$ cat src/rtl/trdb_pkg.sv
// Shared types, register map and reset constants for the trace controller.
package trdb_pkg;

  localparam int unsigned APB_AW  = 4;
  localparam int unsigned APB_DW  = 32;
  localparam int unsigned DRAIN_W = 8;
  localparam int unsigned OVF_BIT = 8;

  typedef enum logic [1:0] {
    TRDB_OFF     = 2'd0,
    TRDB_IDLE    = 2'd1,
    TRDB_TRACING = 2'd2,
    TRDB_DRAIN   = 2'd3
  } trdb_ctrl_state_e;

  typedef enum logic [1:0] {
    FULL_ADDRESS  = 2'd0,
    DELTA_ADDRESS = 2'd1
  } ioptions_e;

  // CTRL register layout; sw_start/sw_stop are write-one pulses
  typedef struct packed {
    logic sw_stop;
    logic sw_start;
    logic notime;
    logic nocontext;
    logic activate;
  } trdb_ctrl_t;

  localparam int unsigned CTRL_W = $bits(trdb_ctrl_t);

  localparam logic [APB_AW-1:0] TRDB_CTRL_OFFSET   = 4'h0;
  localparam logic [APB_AW-1:0] TRDB_STATUS_OFFSET = 4'h4;
  localparam logic [APB_AW-1:0] TRDB_DRAIN_OFFSET  = 4'h8;

  localparam logic [DRAIN_W-1:0] TRDB_DRAIN_RST = 8'd16;

  localparam trdb_ctrl_t TRDB_CTRL_RST = '{
    sw_stop:   1'b0,
    sw_start:  1'b0,
    notime:    1'b1,
    nocontext: 1'b1,
    activate:  1'b0
  };

  // True for the three implemented register offsets
  function automatic logic trdb_addr_valid(input logic [APB_AW-1:0] addr);
    return (addr == TRDB_CTRL_OFFSET) || (addr == TRDB_STATUS_OFFSET) ||
           (addr == TRDB_DRAIN_OFFSET);
  endfunction

endpackage

$ cat src/rtl/edge_detect.sv
// Registered single-edge detector: one-cycle pulse the cycle after the edge.
module edge_detect #(
  parameter bit Falling = 1'b0
) (
  input  logic clk_i,
  input  logic rst_ni,
  input  logic d_i,
  output logic edge_o
);

  logic d_q;

  // Input history and registered edge pulse
  always_ff @(posedge clk_i or negedge rst_ni) begin
    if (!rst_ni) begin
      d_q    <= 1'b0;
      edge_o <= 1'b0;
    end else begin
      d_q    <= d_i;
      edge_o <= Falling ? (d_q & ~d_i) : (d_i & ~d_q);
    end
  end

endmodule

$ cat src/rtl/trdb_trace_ctrl.sv
// Trace controller: APB register block plus trace on/off/drain sequencing.
module trdb_trace_ctrl
  import trdb_pkg::*;
(
  input  logic              clk_i,
  input  logic              rst_ni,
  input  logic              psel_i,
  input  logic              penable_i,
  input  logic              pwrite_i,
  input  logic [APB_AW-1:0] paddr_i,
  input  logic [APB_DW-1:0] pwdata_i,
  output logic [APB_DW-1:0] prdata_o,
  output logic              pready_o,
  output logic              pslverr_o,
  input  logic              trace_req_on_i,
  input  logic              trace_req_off_i,
  input  logic              encapsulator_ready_i,
  input  logic              encoder_idle_i,
  output logic              trace_enable_o,
  output logic              trace_activated_o,
  output logic              flush_o,
  output logic              nocontext_o,
  output logic              notime_o,
  output logic              delta_address_o,
  output ioptions_e         configuration_o,
  output logic [1:0]        state_o
);

  trdb_ctrl_state_e   state_q;
  trdb_ctrl_t         ctrl_q;
  logic [DRAIN_W-1:0] drain_q;
  logic [DRAIN_W-1:0] drain_cnt_q;
  logic               overflow_q;
  logic               trace_enable_q;
  logic               trace_activated_q;
  logic               flush_q;

  logic apb_access, addr_valid, reg_we;
  logic wr_ctrl, wr_status, wr_drain;
  logic req_on_rise, req_off_rise, ready_fall;
  logic start_ev, stop_ev, overflow_set;
  logic unused_pwdata;

  assign apb_access = psel_i & penable_i;
  assign addr_valid = trdb_addr_valid(paddr_i);
  assign reg_we     = apb_access & pwrite_i & addr_valid;
  assign wr_ctrl    = reg_we & (paddr_i == TRDB_CTRL_OFFSET);
  assign wr_status  = reg_we & (paddr_i == TRDB_STATUS_OFFSET);
  assign wr_drain   = reg_we & (paddr_i == TRDB_DRAIN_OFFSET);

  assign unused_pwdata = ^pwdata_i[APB_DW-1:OVF_BIT+1];

  edge_detect #(.Falling(1'b0)) u_req_on_edge (
    .clk_i  (clk_i),
    .rst_ni (rst_ni),
    .d_i    (trace_req_on_i),
    .edge_o (req_on_rise)
  );

  edge_detect #(.Falling(1'b0)) u_req_off_edge (
    .clk_i  (clk_i),
    .rst_ni (rst_ni),
    .d_i    (trace_req_off_i),
    .edge_o (req_off_rise)
  );

  edge_detect #(.Falling(1'b1)) u_ready_edge (
    .clk_i  (clk_i),
    .rst_ni (rst_ni),
    .d_i    (encapsulator_ready_i),
    .edge_o (ready_fall)
  );

  // Losing the encapsulator mid-trace is the only stop that flags overflow
  assign start_ev     = req_on_rise | ctrl_q.sw_start;
  assign stop_ev      = req_off_rise | ctrl_q.sw_stop | ready_fall;
  assign overflow_set = (state_q == TRDB_TRACING) & ctrl_q.activate & ready_fall;

  // Register writes; a new overflow beats a simultaneous clear
  always_ff @(posedge clk_i or negedge rst_ni) begin
    if (!rst_ni) begin
      ctrl_q     <= TRDB_CTRL_RST;
      drain_q    <= TRDB_DRAIN_RST;
      overflow_q <= 1'b0;
    end else begin
      ctrl_q.sw_start <= 1'b0;
      ctrl_q.sw_stop  <= 1'b0;
      if (wr_ctrl) begin
        ctrl_q <= trdb_ctrl_t'(pwdata_i[CTRL_W-1:0]);
      end
      if (wr_drain) begin
        drain_q <= pwdata_i[DRAIN_W-1:0];
      end
      if (overflow_set) begin
        overflow_q <= 1'b1;
      end else if (wr_status && pwdata_i[OVF_BIT]) begin
        overflow_q <= 1'b0;
      end
    end
  end

  // Zero-wait read mux and error response in the access cycle
  always_comb begin
    prdata_o  = '0;
    pslverr_o = 1'b0;
    if (apb_access) begin
      if (!addr_valid) begin
        pslverr_o = 1'b1;
      end else if (!pwrite_i) begin
        case (paddr_i)
          TRDB_CTRL_OFFSET:
            prdata_o = APB_DW'({ctrl_q.notime, ctrl_q.nocontext, ctrl_q.activate});
          TRDB_STATUS_OFFSET:
            prdata_o = APB_DW'({overflow_q, 6'b0, state_q});
          TRDB_DRAIN_OFFSET:
            prdata_o = APB_DW'(drain_q);
          default:
            prdata_o = '0;
        endcase
      end
    end
  end

  // Trace state machine; deactivation overrides every other transition
  always_ff @(posedge clk_i or negedge rst_ni) begin
    if (!rst_ni) begin
      state_q           <= TRDB_OFF;
      trace_enable_q    <= 1'b0;
      trace_activated_q <= 1'b0;
      flush_q           <= 1'b0;
      drain_cnt_q       <= '0;
    end else begin
      flush_q <= 1'b0;
      if (!ctrl_q.activate) begin
        state_q           <= TRDB_OFF;
        trace_enable_q    <= 1'b0;
        trace_activated_q <= 1'b0;
      end else begin
        case (state_q)
          TRDB_OFF: begin
            state_q           <= TRDB_IDLE;
            trace_activated_q <= 1'b1;
          end
          TRDB_IDLE: begin
            if (start_ev && !stop_ev && encapsulator_ready_i) begin
              state_q        <= TRDB_TRACING;
              trace_enable_q <= 1'b1;
            end
          end
          TRDB_TRACING: begin
            if (stop_ev) begin
              state_q        <= TRDB_DRAIN;
              trace_enable_q <= 1'b0;
              flush_q        <= 1'b1;
              drain_cnt_q    <= '0;
            end
          end
          TRDB_DRAIN: begin
            if (encoder_idle_i || (drain_cnt_q == drain_q)) begin
              state_q <= TRDB_IDLE;
            end else if (drain_cnt_q != '1) begin
              drain_cnt_q <= drain_cnt_q + DRAIN_W'(1);
            end
          end
          default: state_q <= TRDB_OFF;
        endcase
      end
    end
  end

  assign pready_o          = 1'b1;
  assign state_o           = state_q;
  assign trace_enable_o    = trace_enable_q;
  assign trace_activated_o = trace_activated_q;
  assign flush_o           = flush_q;
  assign nocontext_o       = ctrl_q.nocontext;
  assign notime_o          = ctrl_q.notime;
  assign delta_address_o   = 1'b1;
  assign configuration_o   = DELTA_ADDRESS;

endmodule

$ cat config.mk
export PLATFORM = sky130hd
export DESIGN_NAME = trdb_trace_ctrl
export DESIGN_NICKNAME = d
export VERILOG_FILES = /design/src/rtl/trdb_pkg.sv /design/src/rtl/edge_detect.sv /design/src/rtl/trdb_trace_ctrl.sv
export SDC_FILE = /design/constraint.sdc
export NUM_CORES = 1
export LEC_CHECK = 0
export ABC_AREA = 1
export ABC_CLOCK_PERIOD_IN_PS = 4030
export CAP_MARGIN = 20
export CORE_ASPECT_RATIO = 1.5
export CORE_MARGIN = 1
export CORE_UTILIZATION = 25
export DETAILED_ROUTE_END_ITERATION = 8
export GPL_TIMING_DRIVEN = 0
export HOLD_SLACK_MARGIN = 0.03
export PLACE_DENSITY = 0.51
export SLEW_MARGIN = 20
export SYNTH_ARGS = -nofsm -noshare
export SYNTH_HDL_FRONTEND = slang
export SYNTH_SLANG_ARGS = --single-unit
$ cat constraint.sdc
create_clock -name clk_i -period 4.03 [get_ports clk_i]
set_clock_uncertainty 0.15 [all_clocks]
set_input_delay 0.403 -clock clk_i [delete_from_list [all_inputs] [get_ports clk_i]]
set_output_delay 0.403 -clock clk_i [all_outputs]
set_load 0.05 [all_outputs]
==> results.md, run 1 <==
* Chip width at roughly 76 µm
* Commonest non-fill, non-tap cell in the layout: nand2_1
* FP Rows at 40
* Core Util, Final at 0.355
* Final nets at 393
* Share of layout cells above drive strength 1 at 0.160
* CP Class: input pin to primary output
* Min-delay src: u_req_off_edge.d_q
* Fillcell total at 848
* Worst slew margin at 0.629
* Final Hold Fails at 0
* RR Startpoint: state_o[0]
* Hold Crit Class: flip-flop to flip-flop
* Detailed placement HPWL at 3.87 mm
* Ports at 89
* Worst Path Required at ~3.5 ns
* Kind of start point of the critical path: input pin
* Pin count of the biggest net entering global routing at 18
* Status: completed
* Max Fclk at 308 MHz
* CTS H-tree depth at 2
* Crit path launch: paddr_i[1]
* Most frequent cells in the layout: 71 x nand2_1, 37 x clkdlybuf4s50_1, 33 x inv_1
* Vias per Instance at 4.02
* Leak at ~1.4 nW
* Fin crit share at 0.806
* Clk sink count at 33
* Initial Util at 0.258
* Seq/Total Area, Yosys at 0.405
* ANT nets after route at 0
* Grt ovf at 0
* Drt total wl at 4.71 mm
* Vias in the first global route at roughly 1.8k
* Count of different cell masters after synthesis at 29
* First-pass GRT wire length at 8.19 mm
* Post-synth top area cell: dfrtp_1
* Register area at approximately 830 µm²
* Die area at 8580 µm²
* Mapped Area at 2050 µm²
* Fin cells at between 400 and 500
* Crit path capture type: primary output
* Min Tclk post-route at 3.25 ns
* Worst-path fanout max at 6
* CTS Buffer Depth at 2
* Max cap viols at 0
* Power per cell area at around 300 nW/µm²
* GRT Util Overall at 0.121
* Mapped Avg Cell Area at roughly 7.6 µm²
* Area contributors post-synth: dfrtp_1 37%, nand2_1 13%, buf_4 11%
* Peak VDD IR at 0.000238 V
* RSZ-0062 raised after global routing: false
* TritonCTS clock tree: done
* RePlAce Congestion at 0.783
* Clock insertion delay at the later pin of the skew report at 0.27 ns
* Area grow syn2layout at 37.8%
* Yosys warnings at 0
* Syn Inst Count at 271
* Slew @ Worst Pin at about 0.55 ns
* Chip height at 113 µm
* # DRC at 0
* Slew Limit Fails at 0
* Power Total at 0.851 mW
* Core Area at 7960 µm²
* IO buf count at 38
* Resized cells post-CTS at 0
* Vias at roughly 1.8k
* Area of the multi-input gates at 947 µm²
* Setup violators final at 0
* Final setup margin at 0.784 ns
* Inserted Diodes at 0
* CP arrival at 2.69 ns
* CTS Root Buffer Type: clkbuf_16
* Total CTS buffers at 5
* Placed Instances at 440
* TNS Setup at 0 ns
* Synth Register Bits at 33
* Share of the synthesized area in the top cell type at 0.366
* Placement Setup Slack at 0.755 ns
* DR WL/cell at about 10 µm
* Initial DRC Count at 57
* Initial antenna violation count at 0
* Clock transition at path regs at approximately 0.050 ns
* Pre-antenna DRT Iters at 5
## routing by layer
metal,GRT usage,up-vias,part of all wire
li1,-,933,-
met5,0,-,0
met3,0.0194,11,0.047
met2,0.238,57,0.55
met4,0.0603,0,0.033
met1,0.121,803,0.37
## path summary, 6_finish.rpt
check | to | slack, ns | cells after the start
min in group asynchronous | overflow_q | 0.47 | 2
max | prdata_o[5] | 0.78 | 7
min | u_req_off_edge.edge_o | 0.24 | 1
min reg2reg | u_req_off_edge.edge_o | 0.24 | 1
max in group asynchronous | nocontext_o | 2.74 | 3
max reg2reg | drain_cnt_q[7] | 2.23 | 8
## worst max-delay path, cell delays in order
cell             delay (ns)
clkdlybuf4s50_1        0.40
nor2_1                 0.18
o21ai_1                0.12
nor3_1                 0.45
inv_2                  0.13
nor3_1                 0.18
clkdlybuf4s50_1        0.84
## logic make-up after synthesis
group | count (synthesis) | synth area share
DFF | 33 | 0.405
xor gates and xnor gates | 4 | 0.0171
and+or+nand+nor | 131 | 0.281
adders and majority gates | 5 | 0.0305
buffers and inverters | 69 | 0.179
AOI/OAI and AO/OA | 27 | 0.0836
other | 2 | 0.00366
## flip-flops by register name, summed over array words and instances (netlist names)
name and cells:
flush_o 1, notime_o 1, overflow_q 1, u_ready_edge.edge_o 1
u_req_on_edge.edge_o 1, u_req_off_edge.d_q 1, u_ready_edge.d_q 1, state_o 2
ctrl_q 3, drain_q 8, u_req_off_edge.edge_o 1, trace_enable_o 1
u_req_on_edge.d_q 1, drain_cnt_q 8, trace_activated_o 1, nocontext_o 1
## metrics by stage
| stage | hold WS, ns | instance area, µm² |
|---|---|---|
| detailed placement | 0.236 | 2680 |
| global placement | 0.231 | 2660 |
| CTS | 0.243 | 2830 |
| global route | 0.253 | 2830 |
| floorplan | -0.0426 | 2140 |
| finish | 0.238 | 2830 |
## repair_timing
| action | in CTS | in global routing |
|---|---|---|
| endpoints found under the hold margin | 14 | 0 |
| hold buffers | 1 | 0 |
| buffers inserted | 0 | 0 |
## Yosys cell counts, drive strengths merged
| cell | count |
|---|---|
| nand2 | 74 |
| inv | 40 |
| dfrtp | 30 |
| buf | 29 |
| nor2 | 29 |
| nand3 | 19 |
| o21ai | 13 |
| a21oi | 7 |
| nor3 | 7 |
| ha | 5 |
| xnor2 | 4 |
| dfstp | 3 |
| conb | 2 |
| o22ai | 2 |
| a22o | 1 |
| a22oi | 1 |
| a31oi | 1 |
| nand3b | 1 |
| nand4 | 1 |
| o21a | 1 |
| o221ai | 1 |
## power by group
part           internal [mW]  switching, mW
clock                  0.229          0.127
combinational         0.0523         0.0949
sequential             0.341        0.00646
## final cells by class
type	count	area share
sequential	33	0.294
timing repair buffer	40	0.146
inverter	40	0.0531
buffer	29	0.0771
multi-input combinational	194	0.335
clock buffer	8	0.0483
tap	105	0.0465
Power figures use the tool's default switching activity.
==> run 2: changes to the inputs <==
ABC_CLOCK_PERIOD_IN_PS = 2800   (was 4030)
PLACE_DENSITY = 0.53   (was 0.51)
clock period = 2.8 ns   (was 4.03 ns; I/O delays follow)
==> run 2 against run 1 <==
Net effect:
- first-iteration DRC count decreased by 30%
- non-clock buffer count unchanged
- routed wire length increased by 0.83%
- design area increased by 0.71%
- die area unchanged
- combinational power increased by 45%
- flip-flop and latch count unchanged
- critical path depth unchanged
- largest cell class unchanged
- sequential power increased by 44%
- global-route usage decreased by 0.32 points
- utilization increased by 0.25 points
==> results.md, run 2 (synthesis gave the netlist of run 1 again) <==
* Crit path cell chain: clkdlybuf4s50_1 > nor2_1 > o21ai_1 > nor3_2 > inv_2 > nor3_1 > dlygate4sd2_1
* Vias at 1808 (+0.22%)
* Worst slew margin at 0.654 (+0.0252)
* Die area at 8580 µm² (unchanged)
* Worst Path Required at 2.37 ns (-1.11 ns)
* Total CTS buffers at 5 (unchanged)
* Grt ovf at 0 (unchanged)
* Biggest regs: drain_cnt_q (8), drain_q (8), ctrl_q (3)
* Detailed placement HPWL at 3.80 mm (-1.8%)
* Power per cell area at 433 nW/µm² (+44%)
* Hold Crit Class: flip-flop to flip-flop
* ANT nets after route at 0 (unchanged)
* RePlAce Congestion at 0.769 (-1.9%)
* Peak VDD IR at 0.000314 V (+32%)
* Final Hold Fails at 0 (unchanged)
* Initial Util at 0.258 (unchanged)
* Max Fclk at roughly 400 MHz
* Setup Buffers After CTS at 0 (unchanged)
* RSZ-0062 raised after global routing: false
* Chip width at 76.0 µm (unchanged)
* Initial antenna violation count at 0 (unchanged)
* DR WL/cell at 10.6 µm (+0.83%)
* Vias in the first global route at 1689 (-6.1%)
* Slowest CP cell: dlygate4sd2_1
* Most frequent cells in the layout: 71 x nand2_1, 33 x inv_1, 30 x dfrtp_1
* Worst path max stage delay at 0.56 ns (-0.28 ns)
* Initial DRC Count at 40 (-30%)
* First-pass GRT wire length at 7.81 mm (-4.6%)
* Commonest non-fill, non-tap cell in the layout: nand2_1
* Clk sink count at 33 (unchanged)
* IO buf count at 38 (unchanged)
* Crit path capture type: primary output
* Fin crit share at 0.910
* GRT Util Overall at 0.117 (-0.00324)
* Placed Area at 2680 µm² (unchanged)
* Leak at 1.53 nW (+10%)
* Max cap viols at 0 (unchanged)
* TritonCTS clock tree: done
* Worst-path fanout max at 6 (unchanged)
* Ports at 89 (unchanged)
* # DRC at 0 (unchanged)
* Share of layout cells above drive strength 1 at 0.163 (+0.00291)
* CP Class: input pin to primary output
* CTS H-tree depth at 2 (unchanged)
* Inserted Diodes at 0 (unchanged)
* Pin count of the biggest net entering global routing at 23 (+5)
* Slew @ Worst Pin at 0.518 ns (-0.0344 ns)
* Slew Limit Fails at 0 (unchanged)
* Setup violators final at 0 (unchanged)
* Pre-antenna DRT Iters at 6 (+1)
* Drt total wl at 4.75 mm (+0.83%)
* Kind of start point of the critical path: input pin
* CP arrival at 2.12 ns (-0.57 ns)
* Clock transition at path regs at 0.05 ns (about the same)
* Vias per Instance at 4.03 (+0.22%)
* Area grow syn2layout at 38.7%
* Final Instance Area at 2850 µm² (+0.71%)
* Core Area at 7960 µm² (unchanged)
* Min Tclk post-route at ~2.5 ns
* Core Util, Final at 0.358 (+0.00252)
* CTS Root Buffer Type: clkbuf_16
* FP Rows at 40 (unchanged)
* Final nets at 393 (unchanged)
* Chip height at 113 µm (unchanged)
* Clock insertion delay at the later pin of the skew report at 0.27 ns (about the same)
* Status: completed
* CTS Buffer Depth at 2 (unchanged)
==> run 2: critical path: cells and delay by family <==
kind	cells	cell delay (ns)
simple gates	3	0.64
compound gates	1	0.13
buf+inv	3	1.07
==> run 2: routing by layer <==
layer | wire length [µm] | vias to the layer above | GRT usage | part of all wire
met5 | 0 | - | 0 | 0
li1 | - | 931 | - | -
met1 | 1780 | 806 | 0.112 | 0.38
met3 | 206 | 10 | 0.0202 | 0.043
met2 | 2630 | 61 | 0.233 | 0.55
met4 | 133 | 0 | 0.0654 | 0.028
==> run 2: report_power, final <==
part / switching (mW) / internal [mW] / leakage, nW
logic: 0.138 / 0.0753 / 1.04
clock network: 0.189 / 0.330 / 0.0652
registers: 0.00933 / 0.491 / 0.424
==> run 2: path summary, 6_finish.rpt <==
check | cells after the start | end | start | slack, ns
worst max-delay path | 7 | prdata_o[7] | paddr_i[1] | 0.25
worst min-delay path | 1 | u_req_off_edge.edge_o | u_req_off_edge.d_q | 0.24
worst max register to register | 8 | drain_cnt_q[5] | state_o[0] | 0.99
worst min register to register | 1 | u_req_off_edge.edge_o | u_req_off_edge.d_q | 0.24
max in group asynchronous | 3 | notime_o | rst_ni | 1.69
min in group asynchronous | 2 | trace_activated_o | rst_ni | 0.30
==> run 2: layout make-up <==
type | instances | area, µm²
sequential | 33 | 830
timing repair buffer | 40 | 428
multi-input combinational | 194 | 952
inverter | 40 | 150
clock buffer | 8 | 136
tap | 105 | 131
fill | 856 | 5110
buffer | 29 | 218
==> run 2: through the flow <==
| step | hold slack [ns] | cells | total power, mW | TNS, ns | setup WS [ns] |
|---|---|---|---|---|---|
| after floorplan | -0.166 | 296 | 0.659 | 0 | 0.387 |
| after global placement | 0.231 | 439 | 0.716 | -0.807 | -0.168 |
| after detailed placement | 0.0592 | 440 | 0.721 | -1.10 | -0.226 |
| after CTS | 0.245 | 449 | 1.25 | 0 | 0.0321 |
| after global routing | 0.253 | 449 | 1.28 | 0 | 0.0958 |
| final | 0.240 | 449 | 1.23 | 0 | 0.252 |
==> run 2: repair_timing <==
action / in CTS / in global routing
hold buffers: 1 / 0
resized for setup: 3 / 7
hold endpoints to repair: 11 / 0
setup endpoints to repair: 9 / 7
==> run 3: changes to the inputs <==
MAX_ROUTING_LAYER = met4   (was not set)
TNS_END_PERCENT = 1   (was not set)
==> run 3 against run 2 <==
Net effect:
- design area is the same
- highest routed layer unchanged
- largest cell class unchanged
- critical endpoint unchanged
- combinational power is essentially flat
- sequential share of layout area is the same
- critical path depth is the same
- first-iteration DRC count grew 7.5%
==> results.md, run 3 (synthesis gave the netlist of run 1 again) <==
* Vias in the first global route at 1681 (-0.47%)
* CP arrival at 2.12 ns (about the same)
* Share of layout cells above drive strength 1 at 0.163 (unchanged)
* CP bufs+invs at 3 (unchanged)
* CTS Root Buffer Type: clkbuf_16
* Area of the multi-input gates at 952 µm² (unchanged)
* Min Tclk post-route at 2.55 ns (unchanged)
* Fin crit share at 0.910 (unchanged)
* Worst slew margin at 0.654 (unchanged)
* Area grow syn2layout at 38.7% (unchanged)
* Biggest regs: drain_cnt_q (8), drain_q (8), ctrl_q (3)
* Slew @ Worst Pin at 0.518 ns (unchanged)
* RSZ-0062 raised after global routing: false
* Fin cells at 449 (unchanged)
* Most frequent cells in the layout: 71 x nand2_1, 33 x inv_1, 30 x dfrtp_1
* Min-delay src: u_req_off_edge.d_q
* Initial Util at 0.258 (unchanged)
* Crit path capture type: primary output
* Max cap viols at 0 (unchanged)
* Power per cell area at 434 nW/µm² (about the same)
* Int Power at 0.897 mW (about the same)
* Worst Path Required at 2.37 ns (about the same)
* Kind of start point of the critical path: input pin
* Worst-path fanout max at 6 (unchanged)
* Chip height at 113 µm (unchanged)
* Initial antenna violation count at 0 (unchanged)
* GRT Util Overall at 0.121 (+0.00336)
* NetSw at 0.337 mW (+0.32%)
* Chip width at 76.0 µm (unchanged)
* Vias per Instance at 4.00 (-0.61%)
* IO buf count at 38 (unchanged)
* WP depth at 7 (unchanged)
* Switching Fraction at 0.273 (+0.000639)
* Reg2reg setup slack at 0.99 ns (about the same)
* Reg-to-Reg End: drain_cnt_q[4]
* Slew Limit Fails at 0 (unchanged)
* Pre-antenna DRT Iters at 6 (unchanged)
* CTS Buffer Depth at 2 (unchanged)
* Core Area at 7960 µm² (unchanged)
* Clock insertion delay at the later pin of the skew report at 0.27 ns (about the same)
* Inserted Diodes at 0 (unchanged)
* Delay-heaviest family, CP: buffers and inverters
* Register area at 830 µm² (unchanged)
* Final nets at 393 (unchanged)
* Final Hold Fails at 0 (unchanged)
* CP Class: input pin to primary output
* Max Fclk at 392 MHz (unchanged)
* Worst path max stage delay at 0.56 ns (about the same)
* Detailed placement HPWL at 3.80 mm (unchanged)
* Worst setup path end: prdata_o[7]
* Crit path launch: paddr_i[1]
* Clock transition at path regs at 0.05 ns (about the same)
* Crit path cell chain: clkdlybuf4s50_1 > nor2_1 > o21ai_1 > nor3_2 > inv_2 > nor3_1 > dlygate4sd2_1
* First-pass GRT wire length at 7.82 mm (about the same)
* Ports at 89 (unchanged)
* Drt total wl at 4.76 mm (+0.11%)
* Grt ovf at 0 (unchanged)
* Leak at 1.53 nW (unchanged)
* Placed Instances at 440 (unchanged)
* FP Rows at 40 (unchanged)
* Seq pwr share at 0.406 (about the same)
* CTS H-tree depth at 2 (unchanged)
* Total CTS buffers at 5 (unchanged)
* # DRC at 0 (unchanged)
* Pin count of the biggest net entering global routing at 23 (unchanged)
* Part of the power in combinational logic at 0.173 (about the same)
* Clk network pwr share at 0.422 (about the same)
* Clk sink count at 33 (unchanged)
* Status: completed
* Setup violators final at 0 (unchanged)
* DR WL/cell at 10.6 µm (+0.11%)
* Peak VDD IR at 0.000314 V (about the same)
* ANT nets after route at 0 (unchanged)
* Hold path depth at 1 (unchanged)
* RePlAce Congestion at 0.779 (+1.3%)
* RR Startpoint: state_o[0]
* Slowest CP cell: dlygate4sd2_1
* Initial DRC Count at 43 (+7.5%)
* Commonest non-fill, non-tap cell in the layout: nand2_1
* TNS Setup at 0 ns (unchanged)
* Fillcell total at 856 (unchanged)
* TritonCTS clock tree: done
* Die area at 8580 µm² (unchanged)
* Setup Buffers After CTS at 0 (unchanged)
* Hold Crit Class: flip-flop to flip-flop
* Fin Hold WS at 0.240 ns (-0.00000100 ns)
* R2r worst-path depth at 8 (unchanged)
* Vias at 1797 (-0.61%)
-- run 3: worst min-delay path by stage --
stage | slack, ns | to
2_1_floorplan | -0.17 | ctrl_q[0]
3_3_place_gp | 0.23 | u_req_off_edge.edge_o
3_5_place_dp | 0.06 | trace_activated_o
4_1_cts | 0.24 | u_req_off_edge.edge_o
5_1_grt | 0.25 | u_req_off_edge.edge_o
6_report | 0.24 | u_req_off_edge.edge_o
-- run 3: stage by stage --
stage	util	worst slack [ns]	power [mW]	area (µm²)
after floorplan	-	0.387	0.659	2140
after global placement	0.334	-0.168	0.716	2660
after detailed placement	0.337	-0.226	0.721	2680
after CTS	0.355	0.0321	1.25	2830
after global routing	0.358	0.0958	1.28	2850
final	0.358	0.252	1.23	2850
-- run 3: area by class of cell --
| type | count | area share |
|---|---|---|
| sequential | 33 | 0.292 |
| buffer | 29 | 0.0765 |
| inverter | 40 | 0.0528 |
| clock buffer | 8 | 0.0479 |
| timing repair buffer | 40 | 0.150 |
| multi-input combinational | 194 | 0.335 |
| tap | 105 | 0.0462 |
-- run 3: power groups by stage --
stage | registers [mW] | clock network [mW] | logic [mW]
5_1_grt | 0.502 | 0.552 | 0.228
2_1_floorplan | 0.515 | 0 | 0.144
3_3_place_gp | 0.509 | 0 | 0.207
6_report | 0.500 | 0.520 | 0.213
3_5_place_dp | 0.509 | 0 | 0.212
4_1_cts | 0.501 | 0.535 | 0.214
-- run 3: routing by layer --
| layer | GRT usage | wire, µm |
|---|---|---|
| met1 | 0.114 | 1800 |
| met2 | 0.233 | 2610 |
| met3 | 0.0177 | 204 |
| met4 | 0.0654 | 143 |
| met5 | - | 0 |
-- run 3: timing repair --
action | CTS | global route
pin swaps | 0 | 0
resized for setup | 3 | 7
endpoints found under the hold margin | 11 | 0
gates cloned | 0 | 0
setup endpoints to repair | 9 | 7
hold buffers | 1 | 0
==> RTL change 1, RTL diff (settings of run 3) <==
Set the parameter `Falling` to 1'b0 (it was 1'b1).
--- a/src/rtl/trdb_trace_ctrl.sv
+++ b/src/rtl/trdb_trace_ctrl.sv
@@ -64,7 +64,7 @@
     .edge_o (req_off_rise)
   );
 
-  edge_detect #(.Falling(1'b1)) u_ready_edge (
+  edge_detect #(.Falling(1'b0)) u_ready_edge (
     .clk_i  (clk_i),
     .rst_ni (rst_ni),
     .d_i    (encapsulator_ready_i),
Check against the original RTL: not equivalent (Yosys sat finds a counterexample within 4 cycles, from zero or initial values and one cycle with rst_ni low).
==> RTL change 1 against run 3 <==
- first-iteration DRC count is the same
- power grew 3.7%
- sequential cell count is the same
- worst setup slack gained 1.8 ps
- synthesized area is the same
- cell area grew 0.75%
- utilization grew 0.27 points
- routed wire length shrank 4.2%
- largest cell class unchanged
==> RTL change 1: results (changes against run 3) <==
clock_network:
  htreeDepth: 2  # unchanged
  post_cts_buffers: 0  # unchanged
  clockBufferDepth: 2  # unchanged
  clk_latency_ps: 270  # about the same
  cts_buffers: 5  # unchanged
setup_path:
  cpMaxStageDelayCell: "dlygate4sd2_1"  # unchanged
  worst_path_dominant_cell_family: "buffers and inverters"  # unchanged
  reg2reg_depth: 8  # unchanged
  cp_max_fo: 6  # unchanged
  cp_data_arrival_time_ps: 2120  # about the same
  critPathMaxStageDelay_ps: 550
synthesis:
  ys_warn_count: 0  # unchanged
  synthTopCellsByArea: "dfrtp_1 (37%), nand2_1 (13%), buf_4 (11%), inv_1 (6.0%), nor2_1 (5.5%)"  # was dfrtp_1 (37%), nand2_1 (13%), buf_4 (11%), inv_1 (6.0%), nor2_1 (5.1%)
  synth_common_cells: "nand2_1 (71), inv_1 (33), dfrtp_1 (30), nor2_1 (30), buf_4 (29)"  # was nand2_1 (71), inv_1 (33), dfrtp_1 (30)
  synth_top_area_share_pct: 36.6  # unchanged
  ys_seq_area_share_pct: 40.5  # unchanged
  ys_types: 28  # was 29
  async_reset_ff_share_pct: 100  # unchanged
routing:
  dr.pass1.iters: 4  # was 6
  drt-initial-drc-count: 43  # unchanged
  viasPerCell: 4.06  # was 4.00
  drt_wl_total_mm: 4.56  # was 4.76 mm
final_layout:
  diodes: 0  # unchanged
  finalNetCount: 394  # was 393
  drive_gt1_share_pct: 17.1  # was 16.3%
  top_regs: "drain_cnt_q: 8 flops, drain_q: 8 flops, ctrl_q: 3 flops"  # unchanged
  n_fill_cell: 826  # was 856
  multi_input_area_um2: 952  # unchanged
worst_hold_path:
  hold_depth: 1  # unchanged
  hold_path.class: "reg2reg"  # unchanged
grt:
  grt_pass1_vias: 1796  # was 1681
  antenna_found_initial: 0  # unchanged
  grt_max_degree: 24  # was 23
  grt_usage_pct: 12.0  # was 12.1%
  grt_pass1_wl_mm: 8.03  # was 7.82 mm
place:
  routabilityCongestion: 0.792  # was 0.779
  hpwl_mm: 3.74  # was 3.80 mm
  place.port_buffers: 38  # unchanged
timing:
  relSlewSlack_pct: 66.0  # was 65.4%
power:
  irDropWorstVdd_mv: 0.410  # was 0.314 mV
  p_leak_uw: 0.00155  # was 0.00153 uW
  internal_power_uw: 942  # was 897 uW
run_status:
  status: "completed"  # unchanged
[RTL change 1: cell types whose count changed in the layout (fill, tap and decap cells not counted), sizes merged]
cell           run 3  this run
nor2              29        31
clkinv             0         1
clkbuf             8         7
o21a               1         0
[RTL change 1: kinds of logic (layout without fill, tap and decap cells)]
kind of cell | Yosys count | after routing | synth area share [%]
and+or+nand+nor | 133 | 133 | 28.5
adders and majority gates | 5 | 5 | 3.05
DFF | 33 | 33 | 40.5
other | 2 | 27 | 0.366
buffers and inverters | 69 | 117 | 17.9
AOI/OAI and AO/OA | 26 | 26 | 7.99
xor gates and xnor gates | 4 | 4 | 1.71
[RTL change 1: per-stage QoR]
stage	std cells	power (uW)	setup WS [ps]	hold WS, ps
6_report	450	1280	254	240
5_1_grt	450	1330	101	255
4_1_cts	450	1300	23.7	245
3_5_place_dp	441	720	-238	31.4
3_3_place_gp	440	715	-198	231
2_1_floorplan	297	660	387	-166
[RTL change 1: cell type report]
type                    count  share of cell area (%)
clock buffers               7                    5.33
plain buffers              29                    7.59
well taps                 105                    4.58
inverters                  40                    5.24
flip-flops and latches     33                    28.9
clock inverters             1                   0.175
multi-input cells         195                    33.2
repair buffers             40                    14.9
[RTL change 1: timing repair]
| action | CTS | global route |
|---|---|---|
| hold endpoints to repair | 30 | 0 |
| resized for setup | 3 | 7 |
| hold buffers | 1 | 0 |
| setup endpoints to repair | 9 | 7 |
| pin swaps | 0 | 0 |
[RTL change 1: layer usage]
metal / global-route usage (%) / vias to the layer above / wire length (um)
li1: - / 939 / -
met1: 11.4 / 822 / 1700
met2: 23.0 / 56 / 2580
met3: 1.77 / 8 / 184
met4: 6.28 / 0 / 95
met5: - / - / 0
[RTL change 1: path summary, 6_finish.rpt]
kind                              startpoint              endpoint  slack (ps)
max reg2reg                       state_o[0]        drain_cnt_q[0]         980
min in group asynchronous             rst_ni    u_req_off_edge.d_q         270
max in group asynchronous             rst_ni            drain_q[4]        1750
min                        u_req_on_edge.d_q  u_req_on_edge.edge_o         240
min reg2reg                u_req_on_edge.d_q  u_req_on_edge.edge_o         240
max                               paddr_i[1]           prdata_o[7]         250
[RTL change 1: power groups by stage]
stage | Combinational, uW | Clock [uW] | Sequential (uW)
after floorplan | 145 | 0 | 515
after global placement | 206 | 0 | 509
after detailed placement | 211 | 0 | 509
after CTS | 213 | 582 | 501
after global routing | 227 | 604 | 502
final | 211 | 567 | 501
==> RTL change 2, RTL diff (config.mk and constraints of run 3) <==
Without the edit above. Put a register stage on the output `pslverr_o`, without a reset. The value now appears one clock later. The other outputs are not delayed to match.
--- a/src/rtl/trdb_trace_ctrl.sv
+++ b/src/rtl/trdb_trace_ctrl.sv
@@ -25,6 +25,8 @@
   output ioptions_e         configuration_o,
   output logic [1:0]        state_o
 );
+
+  logic pslverr_d;
 
   trdb_ctrl_state_e   state_q;
   trdb_ctrl_t         ctrl_q;
@@ -102,10 +104,10 @@
   // Zero-wait read mux and error response in the access cycle
   always_comb begin
     prdata_o  = '0;
-    pslverr_o = 1'b0;
+    pslverr_d = 1'b0;
     if (apb_access) begin
       if (!addr_valid) begin
-        pslverr_o = 1'b1;
+        pslverr_d = 1'b1;
       end else if (!pwrite_i) begin
         case (paddr_i)
           TRDB_CTRL_OFFSET:
@@ -178,5 +180,9 @@
   assign delta_address_o   = 1'b1;
   assign configuration_o   = DELTA_ADDRESS;
 
+  always_ff @(posedge clk_i) begin
+    pslverr_o <= pslverr_d;
+  end
+
 endmodule
 
Function: changed (a bounded check fails within 4 cycles, from zero or initial values and one cycle with rst_ni low).
==> RTL change 2 against run 3 <==
- first-iteration DRC count decreased by 23%
- worst setup slack got worse by 200 ps
- routed wire length decreased by 1.3%
- power increased by 21%
- fmax decreased by 7.3%
- hold slack improved by 3.9 ps
- synthesized area increased by 0.92%
- critical path depth unchanged
- count of clock-buffer cells in the layout decreased by 3
- cell area increased by 0.48%
- non-clock buffer count unchanged
- sequential cell count increased by 1
- largest cell class unchanged
- largest power group unchanged
==> RTL change 2: results (changes against run 3) <==
synthesis:
  postSynthCellCount: 269  # was 271
  ys_seq_area_share_pct: 41.1  # was 40.5%
  synth_common_cells: "nand2_1 (70), inv_1 (33), dfrtp_1 (30)"  # was nand2_1 (71), inv_1 (33), dfrtp_1 (30)
  synthTopCellsByArea: "dfrtp_1 (36%), nand2_1 (13%), buf_4 (10%), inv_1 (6.0%), nor2_1 (5.3%)"  # was dfrtp_1 (37%), nand2_1 (13%), buf_4 (11%), inv_1 (6.0%), nor2_1 (5.1%)
  ys_types: 33  # was 29
  ys_warn_count: 0  # unchanged
  synth_ff_type: "dfrtp_1"  # unchanged
  async_reset_ff_share_pct: 97.1  # was 100%
grt:
  grt_max_degree: 21  # was 23
  grt_pass1_vias: 1669  # was 1681
  grt_usage_pct: 12.0  # was 12.1%
  antenna_found_initial: 0  # unchanged
  grt_pass1_wl_mm: 7.92  # was 7.82 mm
setup_path:
  critPathMaxStageDelay_ps: 540  # was 560 ps
  cp_max_fo: 7  # was 6
  cpMaxStageDelayCell: "clkdlybuf4s15_1"  # was dlygate4sd2_1
  worst_path_dominant_cell_family: "simple AND/OR/NAND/NOR gates"  # was buffers and inverters
  cp_data_arrival_time_ps: 2320  # was 2120 ps
  r2r_slack_ps: 980
routing:
  wire_per_inst_um: 10.5  # was 10.6 um
  via_count: 1786  # was 1797
  viasPerCell: 4.00  # about the same
  drt-initial-drc-count: 33  # was 43
  dr.pass1.iters: 4  # was 6
final_layout:
  finalNetCount: 391  # was 393
  diodes: 0  # unchanged
  n_fill_cell: 886  # was 856
  top_regs: "drain_cnt_q: 8 flops, drain_q: 8 flops, ctrl_q: 3 flops"  # unchanged
  drive_gt1_share_pct: 17.5  # was 16.3%
timing:
  whs_ps: 243  # was 240 ps
  relSlewSlack_pct: 65.2  # was 65.4%
run_status:
  status: "completed"  # unchanged
place:
  dp.cells: 438  # was 440
  post_dp_cell_area_um2: 2700  # was 2680 um^2
  hpwl_mm: 3.82  # was 3.80 mm
  routabilityCongestion: 0.794  # was 0.779
  place.port_buffers: 38  # unchanged
power:
  p_leak_uw: 0.00143  # was 0.00153 uW
  p_switching_uw: 440  # was 337 uW
  irDropWorstVdd_mv: 0.354  # was 0.314 mV
clock_network:
  root_buffer: "clkbuf_16"  # unchanged
  htreeDepth: 2  # unchanged
  clockBufferDepth: 2  # unchanged
  clk_latency_ps: 280
  cts_buffers: 5  # unchanged
  post_cts_buffers: 0  # unchanged
  clkTransAtPathRegs_ps: 60
worst_hold_path:
  hold_path.class: "reg2reg"  # unchanged
[RTL change 2: worst paths after layout]
| check | start | to | cells after the start |
|---|---|---|---|
| worst max-delay path | paddr_i[2] | prdata_o[5] | 7 |
| worst min register to register | u_req_on_edge.d_q | u_req_on_edge.edge_o | 1 |
| max in group asynchronous | rst_ni | drain_q[4] | 3 |
| worst min-delay path | u_req_on_edge.d_q | u_req_on_edge.edge_o | 1 |
| worst max register to register | state_o[0] | drain_cnt_q[4] | 8 |
| min in group asynchronous | rst_ni | state_o[0] | 2 |
[RTL change 2: cells by family (layout without fill, tap and decap cells)]
kind of cell,after synthesis,in the layout,synth area share [%]
and+or+nand+nor,130,130,28.0
buffers and inverters,67,115,17.3
DFF,34,34,41.1
AOI/OAI and AO/OA,26,26,8.04
adders and majority gates,5,5,3.02
xor gates and xnor gates,4,4,1.69
other,2,27,0.363
muxes,1,1,0.544
[RTL change 2: repair_timing]
| action | in CTS | in global routing |
|---|---|---|
| setup endpoints to repair | 9 | 6 |
| hold buffers | 1 | 0 |
| resized for setup | 9 | 10 |
| endpoints found under the hold margin | 13 | 0 |
[RTL change 2: stage by stage]
step	utilization [%]	setup slack, ps
detailed placement	33.7	-282
global route	35.7	-62.3
global placement	33.4	-264
CTS	35.8	13.3
floorplan	-	419
finish	35.7	51.5
[RTL change 2: metal layers]
layer  vias up  routed length [um]  GRT usage [%]
li1        931                   -              -
met1       783                1900           12.5
met2        63                2460           21.8
met3         9                 222           1.92
met4         0                 113           5.77
met5         -                   0              -
[RTL change 2: cell type report]
type                            count  area share, %
Inverter                           38           4.99
Timing Repair Buffer               40           13.8
Clock inverter                      3           1.58
Buffer                             29           7.53
Sequential cell                    34           29.7
Clock buffer                        5           4.38
Multi-Input combinational cell    193           33.4
Tap cell                          105           4.60
[RTL change 2: worst register-to-register path, delay by kind of cell (launching register included)]
family | cells | cell delay (ps)
compound gates | 1 | 310
fa+ha+maj | 1 | 240
buf+inv | 2 | 180
flops | 1 | 420
simple gates | 4 | 400
[RTL change 2: power groups by stage]
stage | Combinational, uW | Clock, uW | Sequential, uW
final | 306 | 635 | 557
after global routing | 332 | 665 | 561
after CTS | 309 | 643 | 558
after detailed placement | 307 | 0 | 566
after global placement | 301 | 0 | 566
after floorplan | 187 | 0 | 595
